==> config.mk <==
export PLATFORM = sky130hd
export DESIGN_NAME = pipe_ctrl
export DESIGN_NICKNAME = d
export VERILOG_FILES = /design/src/rtl/pipe_ctrl_pkg.sv /design/src/rtl/pipe_hazard.sv /design/src/rtl/pipe_ctrl.sv
export SDC_FILE = /design/constraint.sdc
export NUM_CORES = 1
export LEC_CHECK = 0
export BUFFER_PORTS_ARGS = -buffer_cell sky130_fd_sc_hd__buf_4
export CORE_MARGIN = 2
export CORE_UTILIZATION = 35
export DETAILED_ROUTE_END_ITERATION = 10
export PLACE_DENSITY = 0.75
export SYNTH_ARGS = -nofsm -noshare
export SYNTH_HDL_FRONTEND = slang
export SYNTH_HIERARCHICAL = 1
export SYNTH_SLANG_ARGS = --single-unit
==> constraint.sdc <==
create_clock -name clk -period 2.1 [get_ports clk]
set_clock_uncertainty 0.05 [all_clocks]
set_input_delay 0.42 -clock clk [delete_from_list [all_inputs] [get_ports clk]]
set_output_delay 0.42 -clock clk [all_outputs]
set_load 0.03 [all_outputs]
==> src/rtl/pipe_ctrl_pkg.sv <==
// rtl/pipe_ctrl_pkg.sv - shared definitions for the pipeline controller
//
// Holds the redirect FSM state encoding and the default stage geometry
// (stage count, decode index, branch-resolve index) used by pipe_ctrl.
package pipe_ctrl_pkg;

    typedef enum logic [1:0] {
        ST_RUN   = 2'd0,
        ST_PEND  = 2'd1,
        ST_REDIR = 2'd2
    } pipe_state_e;

    localparam int DEF_NSTAGE = 5;
    localparam int DEF_ID_IDX = 1;
    localparam int DEF_BR_IDX = 2;

endpackage

==> src/rtl/pipe_hazard.sv <==
// rtl/pipe_hazard.sv - load-use hazard comparator
//
// Flags when the decode-stage instruction reads a register that the load
// one stage ahead is about to write. Register 0 never carries a hazard.
//
// Ports:
//   ex_load  : instruction after decode is a load
//   ex_wd    : its destination register
//   re1/re2  : decode reads rs1 / rs2
//   raddr1/2 : decode source register addresses
//   hazard   : load-use hazard present (combinational)
module pipe_hazard
    import pipe_ctrl_pkg::*;
#(
    parameter int REG_AW = 5
) (
    input  logic              ex_load,
    input  logic [REG_AW-1:0] ex_wd,
    input  logic              re1,
    input  logic              re2,
    input  logic [REG_AW-1:0] raddr1,
    input  logic [REG_AW-1:0] raddr2,
    output logic              hazard
);

    always_comb begin
        hazard = ex_load && (ex_wd != '0) &&
                 ((re1 && (raddr1 == ex_wd)) || (re2 && (raddr2 == ex_wd)));
    end

endmodule

==> src/rtl/pipe_ctrl.sv <==
// rtl/pipe_ctrl.sv - pipeline stall/flush/redirect controller
//
// Merges per-stage stall requests with the decode load-use hazard, derives
// per-stage hold (stall_o) and NOP-insert (bubble_o) controls, and sequences
// branch/jump redirects through a RUN/PEND/REDIR FSM. A redirect that arrives
// while a stage at or beyond the branch stage is stalled waits in PEND.
//
// Optional feature: define PIPE_CTRL_PERF_EN to enable the saturating
// stall/flush performance counters; otherwise both counter ports read 0.
//
// Ports:
//   clk, rst             : clock (rising edge), async active-low reset
//   stallreq_i           : per-stage multi-cycle stall requests
//   ex_load_i, ex_wd_i   : load in stage ID_IDX+1 and its destination
//   id_re*_i, id_raddr*_i: decode source register usage
//   flush_req_i/pc_i     : taken branch/jump in stage BR_IDX and its target
//   stall_o, bubble_o    : per-stage hold / NOP-insert (combinational)
//   pc_we_o, pc_o        : one-cycle PC redirect strobe and target
//   stall_cnt_o, flush_cnt_o : performance counters
module pipe_ctrl
    import pipe_ctrl_pkg::*;
#(
    parameter int NSTAGE = DEF_NSTAGE,
    parameter int ID_IDX = DEF_ID_IDX,
    parameter int BR_IDX = DEF_BR_IDX,
    parameter int ADDR_W = 32,
    parameter int REG_AW = 5
) (
    input  logic              clk,
    input  logic              rst,
    input  logic [NSTAGE-1:0] stallreq_i,
    input  logic              ex_load_i,
    input  logic [REG_AW-1:0] ex_wd_i,
    input  logic              id_re1_i,
    input  logic              id_re2_i,
    input  logic [REG_AW-1:0] id_raddr1_i,
    input  logic [REG_AW-1:0] id_raddr2_i,
    input  logic              flush_req_i,
    input  logic [ADDR_W-1:0] flush_pc_i,
    output logic [NSTAGE-1:0] stall_o,
    output logic [NSTAGE-1:0] bubble_o,
    output logic              pc_we_o,
    output logic [ADDR_W-1:0] pc_o,
    output logic [31:0]       stall_cnt_o,
    output logic [31:0]       flush_cnt_o
);

    pipe_state_e       state;
    logic [ADDR_W-1:0] target_q;
    logic [ADDR_W-1:0] pc_q;
    logic              pc_we_q;

    logic              hazard;
    logic [NSTAGE-1:0] req;
    logic              any_req;
    int                top;
    logic              hi_stall;
    logic [NSTAGE-1:0] stall_n;
    logic [NSTAGE-1:0] bubble_n;

    pipe_hazard #(
        .REG_AW (REG_AW)
    ) u_hazard (
        .ex_load (ex_load_i),
        .ex_wd   (ex_wd_i),
        .re1     (id_re1_i),
        .re2     (id_re2_i),
        .raddr1  (id_raddr1_i),
        .raddr2  (id_raddr2_i),
        .hazard  (hazard)
    );

    always_comb begin
        req         = stallreq_i;
        req[ID_IDX] = stallreq_i[ID_IDX] | hazard;

        // The furthest stalled stage dictates: everything behind it holds,
        // the stage right after it receives a NOP.
        any_req = 1'b0;
        top     = 0;
        for (int i = 0; i < NSTAGE; i++) begin
            if (req[i]) begin
                any_req = 1'b1;
                top     = i;
            end
        end

        // A stall at or beyond the branch stage freezes the branch itself,
        // so a redirect cannot be issued until it releases.
        hi_stall = 1'b0;
        for (int i = BR_IDX; i < NSTAGE; i++) begin
            hi_stall = hi_stall | req[i];
        end

        stall_n  = '0;
        bubble_n = '0;
        for (int i = 0; i < NSTAGE; i++) begin
            if (any_req && (i <= top))     stall_n[i]  = 1'b1;
            if (any_req && (i == top + 1)) bubble_n[i] = 1'b1;
        end

        // Redirect squashes the wrong-path instructions up to the branch
        // stage; younger stalls there are meaningless and are dropped.
        if (state == ST_REDIR) begin
            for (int i = 0; i < NSTAGE; i++) begin
                if (i < BR_IDX)                stall_n[i]  = 1'b0;
                if ((i >= 1) && (i <= BR_IDX)) bubble_n[i] = 1'b1;
            end
        end

        if (!rst) begin
            stall_n  = '0;
            bubble_n = '0;
        end
    end

    assign stall_o  = stall_n;
    assign bubble_o = bubble_n;
    assign pc_we_o  = pc_we_q;
    assign pc_o     = pc_q;

    always_ff @(posedge clk or negedge rst) begin
        if (!rst) begin
            state    <= ST_RUN;
            target_q <= '0;
            pc_q     <= '0;
            pc_we_q  <= 1'b0;
        end else begin
            pc_we_q <= 1'b0;
            case (state)
                ST_RUN: begin
                    if (flush_req_i) begin
                        target_q <= flush_pc_i;
                        if (hi_stall) begin
                            state <= ST_PEND;
                        end else begin
                            state   <= ST_REDIR;
                            pc_we_q <= 1'b1;
                            pc_q    <= flush_pc_i;
                        end
                    end
                end
                ST_PEND: begin
                    if (!hi_stall) begin
                        state   <= ST_REDIR;
                        pc_we_q <= 1'b1;
                        pc_q    <= target_q;
                    end
                end
                ST_REDIR: begin
                    // Any flush seen here comes from a wrong-path instruction.
                    state <= ST_RUN;
                end
                default: begin
                    state <= ST_RUN;
                end
            endcase
        end
    end

`ifdef PIPE_CTRL_PERF_EN
    logic [31:0] stall_cnt_q;
    logic [31:0] flush_cnt_q;

    always_ff @(posedge clk or negedge rst) begin
        if (!rst) begin
            stall_cnt_q <= '0;
            flush_cnt_q <= '0;
        end else begin
            if ((|stall_n) && (stall_cnt_q != 32'hFFFF_FFFF)) begin
                stall_cnt_q <= stall_cnt_q + 32'd1;
            end
            if ((state == ST_REDIR) && (flush_cnt_q != 32'hFFFF_FFFF)) begin
                flush_cnt_q <= flush_cnt_q + 32'd1;
            end
        end
    end

    assign stall_cnt_o = stall_cnt_q;
    assign flush_cnt_o = flush_cnt_q;
`else
    assign stall_cnt_o = 32'd0;
    assign flush_cnt_o = 32'd0;
`endif

endmodule

==> metrics <==
status=finished, violations left; failing checks=setup timing; overall routed net length=7720 microns; crit path DAT=1.99 ns; crit path kind=input pin to output pin; Die ar.=11700 sq um; clock-pin slew on the worst setup and hold paths=0.07 ns; share of the synthesized area in the top cell type=0.441; peak supply drop=0.485 mV; CP startpoint kind=input pin; Max-Cap Viols=0; crit path time final=2.46 ns; worst path required time=1.63 ns; Clock Latency Late Sink=0.34 ns; IO Count=165; min-delay worst type=input pin to async pin; worst slack at placement=-0.370 ns; Synth Area per Inst=13.2 sq um; CTS Buf Count=9; top cells by count, synth=dfrtp_1, mux2_2, buf_4, mux2_4, xor2_1; Final Worst Setup Slack=-0.365 ns; Port Buf Inserts=100; achievable frequency=0.406 GHz; Antenna Cells=0; post-synthesis cell area=3800 sq um; total gr overflow=0; period utilization=1.17; Total Nets Final=469; Vias per Instance=4.37; Worst Setup End Kind=output pin; slew margin rel.=0.629; R2R cell count=4; area of the core=10700 sq um; RePlAce Congestion=0.841; number of synthesized register bits=67; Static Leak=2.35 nW; synthesis-to-layout area growth=30.4%; # hold bufs at CTS=0; Slew Limit Fails=0; Synth Instances=288; Yosys cell types=32; largest net degree at the start of global routing=35; CTS Root Cell=clkbuf_8; Fin. Hold Viols=0; Routed Antenna Nets=0; Die Y-Extent=108 microns; Die X=108 microns; Fin Hold WS=0.152 ns; synth top area cells=dfrtp_1, mux2_2, buf_4, mux2_4, xor2_1; GRT Total Usage=0.137; WL per Instance=13.9 microns; cell taking the most area after synthesis=dfrtp_1; via count=2421; drc violations=0; first-pass GRT wire length=12100 microns; Initial DRC Count=75; number of global-route vias before repair=2466; RSZ-0062 raised after global routing=true; TritonCTS clock tree=built; Starting Density=0.355; synth warn=6; Post-synth EDFFs=0; DP HPWL=5610 microns; Async SR Flop Fraction=1.00; router iterations before antenna repair=4; PnR Total Power=5.36 mW; top_reg_cell synth=dfrtp_1; sequential element share of the synthesized area=0.441; Clock Path Buffers=2; site row count=38; pwr/cell area=1080 nW/um^2; initial antenna violation count=0; Finish-stage setup viols=8; count leader, synth=dfrtp_1; clk sink count=67; critical path fanouts, max=3; layout cells sized above 1=0.614; htree depth=3; Slew @ Worst Pin=0.555 ns
[area by class of cell]
type	count	area (sq um)
Clock inverter	4	47.5
Timing Repair Buffer	122	990
Clock buffer	12	165
Multi-Input combinational cell	206	1890
Fill cell	982	5740
Tap cell	140	175
Inverter	3	11.3
Sequential cell	67	1680
[sequential cells by signal, summed over array words and instances (netlist names)]
| register | count |
|---|---|
| pc_o | 32 |
| pc_we_o | 1 |
| state | 2 |
| target_q | 32 |
[path summary, 6_finish.rpt]
check,startpoint,end,slack [ns]
min in group clk,flush_pc_i[5],target_q[5],0.26
hold / removal,rst,target_q[7],0.15
max in group asynchronous,rst,pc_o[10],1.04
setup / recovery,ex_wd_i[0],bubble_o[1],-0.36
setup reg to reg,state[0],pc_o[14],0.39
hold reg to reg,target_q[7],target_q[7],0.45
[stage by stage]
stage / TNS, ns / cell area, sq um / utilization / cells
after floorplan: -0.638 / 4100 / - / 351
after global placement: -2.09 / 4620 / 0.432 / 534
after detailed placement: -2.26 / 4620 / 0.432 / 534
after CTS: -1.88 / 4900 / 0.458 / 552
after global routing: -3.19 / 4960 / 0.463 / 554
final: -2.18 / 4960 / 0.463 / 554
[worst max-delay path: stages]
cell and delay [ns]:
buf_8 0.10, xor2_1 0.16, nor4_1 0.28, nand3_1 0.19, a21oi_4 0.25, nor2_2 0.07
a221oi_2 0.30, nor2_4 0.07, buf_6 0.14
[report_power, final]
group | switching [mW] | internal [mW]
Clock | 0.489 | 0.641
Combinational | 1.16 | 1.09
Sequential | 0.253 | 1.73
Total | 1.90 | 3.47
[routing by layer]
layer / GRT usage / wire, microns
met5: 0 / 0
met4: 0.0467 / 66
met3: 0.0464 / 508
met2: 0.236 / 4170
met1: 0.158 / 2980
[cell families after synthesis]
| family | count (synthesis) | share of synthesized area |
|---|---|---|
| AO/OA/AOI/OAI | 7 | 0.0145 |
| XOR/XNOR | 10 | 0.0230 |
| adder cells (fa/ha/maj) | 2 | 0.00658 |
| buffers and inverters | 78 | 0.157 |
| flip-flops | 67 | 0.441 |
| multiplexers | 96 | 0.313 |
| other | 1 | 0.000987 |
| AND/OR/NAND/NOR | 27 | 0.0438 |
[repair_timing]
action                                  4_1_cts  5_1_grt
resized for setup                            13        9
gates cloned                                  0        0
setup buffers                                 2        2
pin swaps                                     7        7
endpoints found under the setup margin        7        9
[placed cells by master, fill, tap and decap left out, drive strengths merged]
master / instances
clkinv: 2
dfrtp: 67
nand2: 2
bufinv: 1
or3: 1
nand3: 2
clkinvlp: 1
a221oi: 1
nor4b: 1
o21ai: 1
o41ai: 1
inv: 3
a21oi: 2
o21bai: 1
nor3b: 1
conb: 64
nor4: 2
nor2: 8
xor2: 8
clkbuf: 12
buf: 122
o21a: 1
xnor2: 2
mux2: 96
nor3: 6
or4: 1
ha: 2
nor2b: 3
No activity file was read; power rests on OpenSTA's default activity.
